--- src/rtl/infer_batch_sequencer.sv ---
// infer_batch_sequencer: runs a batch of stored test vectors through an
// inference core and records results, latency and timeouts. Option: SEQ_ARGMAX_EN.
module infer_batch_sequencer #(
  parameter int WIDTH         = 16,
  parameter int INPUT_SIZE    = 16,
  parameter int OUTPUT_SIZE   = 5,
  parameter int NUM_TESTS     = 2,
  parameter int RESET_CYCLES  = 2,
  parameter int SETTLE_CYCLES = 10,
  parameter int TIMEOUT       = 1024,
  localparam int NV = NUM_TESTS * INPUT_SIZE,
  localparam int AW = (NV > 1) ? $clog2(NV) : 1,
  localparam int IW = (NUM_TESTS > 1) ? $clog2(NUM_TESTS) : 1,
  localparam int LW = $clog2(TIMEOUT + 1),
  localparam int MW = (OUTPUT_SIZE > 1) ? $clog2(OUTPUT_SIZE) : 1
) (
  input  logic                                clk,
  input  logic                                reset,
  input  logic                                start,
  output logic                                busy,
  output logic                                done,
  input  logic                                vec_wr_en,
  input  logic [AW-1:0]                       vec_wr_addr,
  input  logic [WIDTH-1:0]                    vec_wr_data,
  output logic                                dut_reset,
  output logic                                dut_input_ready,
  output logic [INPUT_SIZE-1:0][WIDTH-1:0]    dut_input_data,
  input  logic                                dut_output_ready,
  input  logic [OUTPUT_SIZE-1:0][WIDTH-1:0]   dut_output_data,
  input  logic [IW-1:0]                       res_rd_addr,
  output logic [OUTPUT_SIZE-1:0][WIDTH-1:0]   res_rd_data,
  output logic [LW-1:0]                       res_rd_lat,
  output logic                                res_rd_tmo,
`ifdef SEQ_ARGMAX_EN
  output logic [MW-1:0]                       res_rd_argmax,
`endif
  output logic [IW-1:0]                       test_idx,
  output logic                                timeout_err
);

  typedef enum logic [2:0] {
    S_IDLE, S_DRST, S_PULSE, S_WAIT,
    S_SETTLE, S_STORE, S_DONE
  } state_t;

  state_t state, nxt;

  logic [31:0]      cnt;
  logic [LW-1:0]    lat;
  logic             tmo;
  logic             last_r, last_s, last_idx, lat_end;
  logic             load;
  logic [IW-1:0]    ld_row;

  logic [WIDTH-1:0]                  vec   [NV];
  logic [OUTPUT_SIZE-1:0][WIDTH-1:0] res   [NUM_TESTS];
  logic [LW-1:0]                     lat_m [NUM_TESTS];
  logic                              tmo_m [NUM_TESTS];
  logic [INPUT_SIZE-1:0][WIDTH-1:0]  cur;

  assign last_r   = (cnt + 32'd1) >= 32'(RESET_CYCLES);
  assign last_s   = (cnt + 32'd1) >= 32'(SETTLE_CYCLES);
  assign last_idx = test_idx >= IW'(NUM_TESTS - 1);
  assign lat_end  = lat == LW'(TIMEOUT - 1);

  assign dut_input_data = cur;

  always_comb begin
    nxt             = state;
    busy            = 1'b0;
    done            = 1'b0;
    dut_reset       = 1'b0;
    dut_input_ready = 1'b0;
    case (state)
      S_IDLE: begin
        dut_reset = 1'b1;
        if (start) nxt = S_DRST;
      end
      S_DRST: begin
        busy      = 1'b1;
        dut_reset = 1'b1;
        if (last_r) nxt = S_PULSE;
      end
      S_PULSE: begin
        busy            = 1'b1;
        dut_input_ready = 1'b1;
        nxt             = S_WAIT;
      end
      S_WAIT: begin
        busy = 1'b1;
        if (dut_output_ready || lat_end) nxt = S_SETTLE;
      end
      S_SETTLE: begin
        busy = 1'b1;
        if (last_s) nxt = S_STORE;
      end
      S_STORE: begin
        busy = 1'b1;
        nxt  = last_idx ? S_DONE : S_DRST;
      end
      S_DONE: begin
        done      = 1'b1;
        dut_reset = 1'b1;
        nxt       = S_IDLE;
      end
      default: nxt = S_IDLE;
    endcase
  end

  always_ff @(posedge clk) begin
    if (reset) begin
      state       <= S_IDLE;
      cnt         <= '0;
      lat         <= '0;
      tmo         <= 1'b0;
      test_idx    <= '0;
      timeout_err <= 1'b0;
    end else begin
      state <= nxt;
      cnt   <= (nxt != state) ? '0 : cnt + 32'd1;
      case (state)
        S_IDLE: begin
          if (start) begin
            test_idx    <= '0;
            timeout_err <= 1'b0;
          end
        end
        S_PULSE: begin
          lat <= '0;
          tmo <= 1'b0;
        end
        S_WAIT: begin
          if (!dut_output_ready) begin
            lat <= lat + LW'(1);
            if (lat_end) begin
              tmo         <= 1'b1;
              timeout_err <= 1'b1;
            end
          end
        end
        S_STORE: begin
          if (!last_idx) test_idx <= test_idx + IW'(1);
        end
        default: ;
      endcase
    end
  end

  // the driven vector is latched on entry to DRST so later writes wait a test
  assign load   = (state == S_IDLE && start)
               || (state == S_STORE && !last_idx);
  assign ld_row = (state == S_STORE) ? test_idx + IW'(1) : '0;

`ifdef SEQ_ARGMAX_EN
  logic [MW-1:0]    amax;
  logic [WIDTH-1:0] best;
  logic [MW-1:0]    am_m [NUM_TESTS];

  always_comb begin
    amax = '0;
    best = dut_output_data[0];
    for (int i = 1; i < OUTPUT_SIZE; i++) begin
      if ($signed(dut_output_data[i]) > $signed(best)) begin
        best = dut_output_data[i];
        amax = MW'(i);
      end
    end
  end
`endif

  // memories are not reset so an aborted batch keeps its data
  always_ff @(posedge clk) begin
    if (vec_wr_en) vec[vec_wr_addr] <= vec_wr_data;
    if (!reset && load) begin
      for (int f = 0; f < INPUT_SIZE; f++)
        cur[f] <= vec[int'(ld_row) * INPUT_SIZE + f];
    end
    if (!reset && state == S_STORE) begin
      res[test_idx]   <= dut_output_data;
      lat_m[test_idx] <= lat;
      tmo_m[test_idx] <= tmo;
`ifdef SEQ_ARGMAX_EN
      am_m[test_idx]  <= amax;
`endif
    end
    res_rd_data <= res[res_rd_addr];
    res_rd_lat  <= lat_m[res_rd_addr];
    res_rd_tmo  <= tmo_m[res_rd_addr];
`ifdef SEQ_ARGMAX_EN
    res_rd_argmax <= am_m[res_rd_addr];
`endif
  end

endmodule

--- config.mk ---
export PLATFORM = sky130hd
export DESIGN_NAME = infer_batch_sequencer
export DESIGN_NICKNAME = d
export VERILOG_FILES = /design/src/rtl/infer_batch_sequencer.sv
export SDC_FILE = /design/constraint.sdc
export NUM_CORES = 1
export LEC_CHECK = 0
export ABC_AREA = 1
export ABC_CLOCK_PERIOD_IN_PS = 22000
export BUFFER_PORTS_ARGS = -buffer_cell sky130_fd_sc_hd__buf_4
export CORE_MARGIN = 3
export CORE_UTILIZATION = 57
export DETAILED_ROUTE_END_ITERATION = 10
export PLACE_DENSITY = 0.89
export SLEW_MARGIN = 20
export SYNTH_ARGS = -nofsm -noshare
export SYNTH_HDL_FRONTEND = slang
export SYNTH_SLANG_ARGS = --single-unit
--- constraint.sdc ---
create_clock -name clk -period 22 [get_ports clk]
set_input_delay 4.4 -clock clk [delete_from_list [all_inputs] [get_ports clk]]
set_output_delay 4.4 -clock clk [all_outputs]
set_load 0.005 [all_outputs]
**Yosys cells after proc, flatten, opt, wreduce, memory -nomap -nowiden**

Memory sizes are Yosys's and may differ from the RTL's. A register that Yosys moved wholly into a read port is not among the register bits.
Cells that the tools add are included.

- Flip-flop bits (word level): 49
- Memory bits (writable): 696
- Output and inout port bits: 354
- Memories kept: 4

- Add/sub/neg operators: 18
- Order comparisons: 3
- Equal/unequal tests: 12
- Muxes and demuxes: 24
- Reductions and logical operators: 19

Memory list:

| memory | words | width | read ports | clocked after memory_dff | wr ports | RTL line | source |
|---|---|---|---|---|---|---|---|
| vec | 32 | 16 | 16 | 16 | 1 | 55 | `logic [WIDTH-1:0] vec [NV];` |
| res | 2 | 80 | 1 | 1 | 1 | 56 | `logic [OUTPUT_SIZE-1:0][WIDTH-1:0] res [NUM_TESTS];` |
| lat_m | 2 | 11 | 1 | 1 | 1 | 57 | `logic [LW-1:0] lat_m [NUM_TESTS];` |
| tmo_m | 2 | 1 | 1 | 1 | 1 | 58 | `logic tmo_m [NUM_TESTS];` |

Operators with widths:

| cell | number |
|---|---|
| 5-bit by 4-bit adder with 5-bit output (second input constant) | 8 |
| 32-bit by 1-bit adder with 32-bit output (second input constant) | 1 |
| 32-bit by 2-bit >= comparator with 1-bit output (second input constant) | 1 |
| 32-bit by 4-bit >= comparator with 1-bit output (second input constant) | 1 |
| 11-bit case mux with 2 select lines | 1 |
| 5-bit by 3-bit adder with 5-bit output (second input constant) | 4 |
| 3-bit case mux with 6 select lines | 1 |
| 3-bit two-way mux | 5 |
| 1-bit two-way mux | 13 |
| 11-bit by 1-bit adder with 11-bit output (second input constant) | 1 |
| 11-bit by 10-bit equality test with 1-bit output (second input constant) | 1 |
| 11-bit two-way mux | 1 |
| 5-bit by 2-bit adder with 5-bit output (second input constant) | 2 |
| 3-bit equality test (second input constant) | 3 |
| 2-bit inequality test (second input constant) | 4 |
| 3-bit by 2-bit equality test with 1-bit output (second input constant) | 2 |
| 1-bit case mux with 2 select lines | 3 |
| 3-bit AND reduction | 2 |
| 2-bit nonzero test | 3 |
| 5-bit by 1-bit adder with 5-bit output (second input constant) | 1 |
| 5-bit OR reduction | 1 |
| 1-bit logical AND | 4 |
| 4-bit AND reduction | 1 |
| 3-bit by 1-bit equality test with 1-bit output (second input constant) | 1 |
| 9 further kinds | 11 |

**Longest topological paths before layout**

- Depth after elaboration: 6
- Gate-level depth with buffers: 20
- Depth with buffers taken out: 19

**Worst setup path after synthesis**

No wires, ideal clock.

- Path kind: input port to flip-flop
- Start: in reset
- End: reg cur, in the netlist dut_input_data[0] (read register of vec), enable pin
- Setup time: 958 ps
- Arrival: 16897 ps
- Data required time: 21042 ps
- Setup slack: 4144 ps
- Stages: 2
- Cell sequence: clkbuf_1 -> a21oi_1

- Longest elaborated chain between the ends: 2

Ends and longest elaborated chain:

| item | RTL line | source |
|---|---|---|
| from (decl) | 18 | `input logic reset,` |
| 1-bit zero test | 174 | `if (!reset && load) begin` |
| 1-bit logical AND | 174 |  |
| to (decl) | 59 | `logic [INPUT_SIZE-1:0][WIDTH-1:0] cur;` |

Every way passes these cells.
A chain may end at the register's enable or synchronous reset.

**Worst setup path in the final report**

- Start: in start
- End: reg cur, in the netlist dut_input_data[231] (read register of vec), enable pin

- Longest elaborated chain between the ends: 3

Ends and longest elaborated chain:

| item | RTL line | source |
|---|---|---|
| from (decl) | 19 | `input logic start,` |
| 1-bit logical AND | 150 | `assign load = (state == S_IDLE && start)` |
| 1-bit logical OR | 151 | `\|\| (state == S_STORE && !last_idx);` |
| 1-bit logical AND | 174 |  |

Every way passes these cells.

==> flow_summary.ini <==
[run_status]
run_status = complete, no violations

[worst_setup_path]
critical_path_peak_fanout = 176
critical_path.endpoint_type = flop
path_class = in -> reg
worst_path_required_time_ps = 22250
crit_arrival_ps = 6770
critical_path_startpoint_category = input port

[sta]
slew_headroom_pct = 18.2
final.min_clock_period_ps = 6520
finClkSkew_ps = 27.0
report.final.hold_viol_count = 0
report.final.slew_viol_count = 0
worst_slew_pin_slew_ps = 1230
rsz0062_at_grt = false
setup_violations = 0
timing.final.crit_share_pct = 29.6
maxClockFrequency_mhz = 153
timing.setup.tns_ps = 0

[clock_network]
cts_hold_buffers = 0
clockRootBuffer = clkbuf_16
cts.sink_count = 1093
worst_skew_pair.late_latency_ps = 650
clk_path_buf_depth = 3
cts_inserted_buffers = 103
postCtsSetupRepairBufs = 0
tritoncts = done
cts.reportedPaths.clkPinSlew_ps = 60
cts_resized = 0
cts_max_level = 3

[detailed_routing]
first_pass_iters = 5
via_count = 21861
routed_via_density = 5.43
drt-wirelength-per-cell_um = 22.3
detail_route.wirelength_um = 89600
ant_nets = 0
drt_iter0_drc = 2561
detail_route.drc_violations = 0

[synthesis]
synth_top_cells_by_area = edfxtp_1 (75%), nand2_1 (9.3%), dfxtp_1 (7.4%)
synth_top_flop_cell = edfxtp_1
synth_edf_count = 952
synth.ff_latch_count = 1093
synthesis.yosys.warnings = 0
yosys.cell_count.top_type = edfxtp_1
synthesis.area_um2 = 38000
netlist_instances = 2539
mappedNetlistNets = 2649
fraction_of_synthesized_cell_area_taken_by_the_top_area_cell_type_pct = 75.3
synth_cell_types = 29
synth.top_cells.by_count = edfxtp_1 (952), nand2_1 (939), dfxtp_1 (141)
async_flop_share_pct = 0
synthDominantAreaCellType = edfxtp_1
synth.avg_cell_area_um2 = 15.0
yosysSeqAreaShare_pct = 82.7

[power]
total_power_mw = 4.45
combPwrFrac_pct = 6.4
design_internal_power_mw = 3.48
netSwitchingFraction_pct = 21.8
clock_network_power_share_pct = 39.9
pwr_density_cell_nw_per_um2 = 96.7
reported_leakage_power_nw = 17.3
seq_power_share_pct = 53.6
p_switching_uw = 969
vdd_ir_drop_max_v = 0.0000793

[cells_and_area]
post_route_cells_drive_above_1_share_pct = 25.7
final_nets = 3179
layout_cells_excl_fill = 4023
final_design_area_no_fill_um2 = 46000
area_growth_from_synthesis_to_layout_pct = 21.2

[global_route]
via_count_of_the_first_global_routing_pass = 21939
groute.usage.overall_pct = 25.4
overflow = 0
pin_count_of_the_biggest_net_entering_global_routing = 177
grt_first_pass_wirelength_um = 133000
antenna_violations_before_repair = 1

[floorplan]
rows = 94
die_area_um2 = 69800
die_height_um = 264
initial_core_util_pct = 57.7
die_w_um = 264
core_um2 = 65900
io_pins = 461

[placement]
dpl.cell_count = 3828
hpwl_um = 53800
io_buffers = 460
place_congestion = 0.903
placed_area_um2 = 42600

[min_path]
hold_class = reg -> reg

[run]
cap_viol_max_count = 0
## flip-flops by register name, summed over array words and instances, names as in the netlist, 11 cells and up
| register | flops |
|---|---|
| vec | 512 |
| lat | 11 |
| res | 160 |
| res_rd_data | 80 |
| dut_input_data | 256 |
| lat_m | 22 |
| res_rd_lat | 11 |
| cnt | 32 |
## layout by cell type, fill, tap and decap left out, types with 27 or more instances in the layout
cell       synthesis  routed
buf_4              0     492
clkbuf_16          0     104
dfxtp_1          141     141
edfxtp_1         952     952
inv_1             67      67
mux2_2            92      92
nand2_1          939     939
nand3_1           44      44
nor2_1           113     105
nor2_2            22      27
## layout make-up
cell class                 count  area (um2)
antenna                        3        7.51
clock buffer                 132        2810
clock inverter                60         636
fill                        3933       19800
inverter                      77         297
multi-input combinational   1299        6040
sequential                  1093       31400
tap                          864        1080
timing repair buffer         495        3740
## per-layer routing
metal | vias up | global-route usage, % | wire length, um
met5 | - | 0 | 0
li1 | 9849 | - | -
met3 | 184 | 6.01 | 9300
met2 | 1272 | 43.0 | 44800
met1 | 10556 | 32.9 | 32900
met4 | 0 | 8.05 | 2590
## through the flow
step	hold slack, ps	util [%]	setup WS [ps]
floorplan	420	-	4140
global placement	449	64.6	15010
detailed placement	455	64.6	14980
CTS	470	69.9	15660
global route	476	69.9	15460
finish	465	69.9	15480
## power by group through the flow
stage               combinational, mW  sequential [mW]  clock [mW]
floorplan                       0.107             2.46           0
global placement                0.279             2.43           0
detailed placement              0.287             2.43           0
CTS                             0.289             2.39        1.80
global route                    0.308             2.39        1.89
finish                          0.285             2.39        1.78
## worst paths after layout
check / startpoint / end / slack, ps / depth (start not counted)
worst max-delay path: start / dut_input_data[231]$_DFFE_PP_ / 15480 / 5
worst min-delay path: res[1][11]$_DFFE_PP_ / res_rd_data[11]$_DFF_P_ / 470 / 1
worst max register to register: state[0]$_SDFF_PP0_ / dut_input_data[231]$_DFFE_PP_ / 18170 / 8
worst min register to register: res[1][11]$_DFFE_PP_ / res_rd_data[11]$_DFF_P_ / 470 / 1
## worst max-delay path, cell delays in order
cell and delay (ps):
buf_4 90, nand2_1 120, a21oi_4 220, buf_12 470
buf_4 920
## cells by family (layout without fill, tap and decap cells)
group           after synthesis  after routing  synth area share (%)
compound gates               34             34                 0.491
fa+ha+maj                     3              3                0.0988
mux                          92             92                  2.73
other cells                   0              3                     0
simple gates               1164           1164                  12.3
flops                      1093           1093                  82.7
xor+xnor                      6              6                 0.138
buf+inv                     147            764                  1.51
No activity file was read; power rests on OpenSTA's default activity.
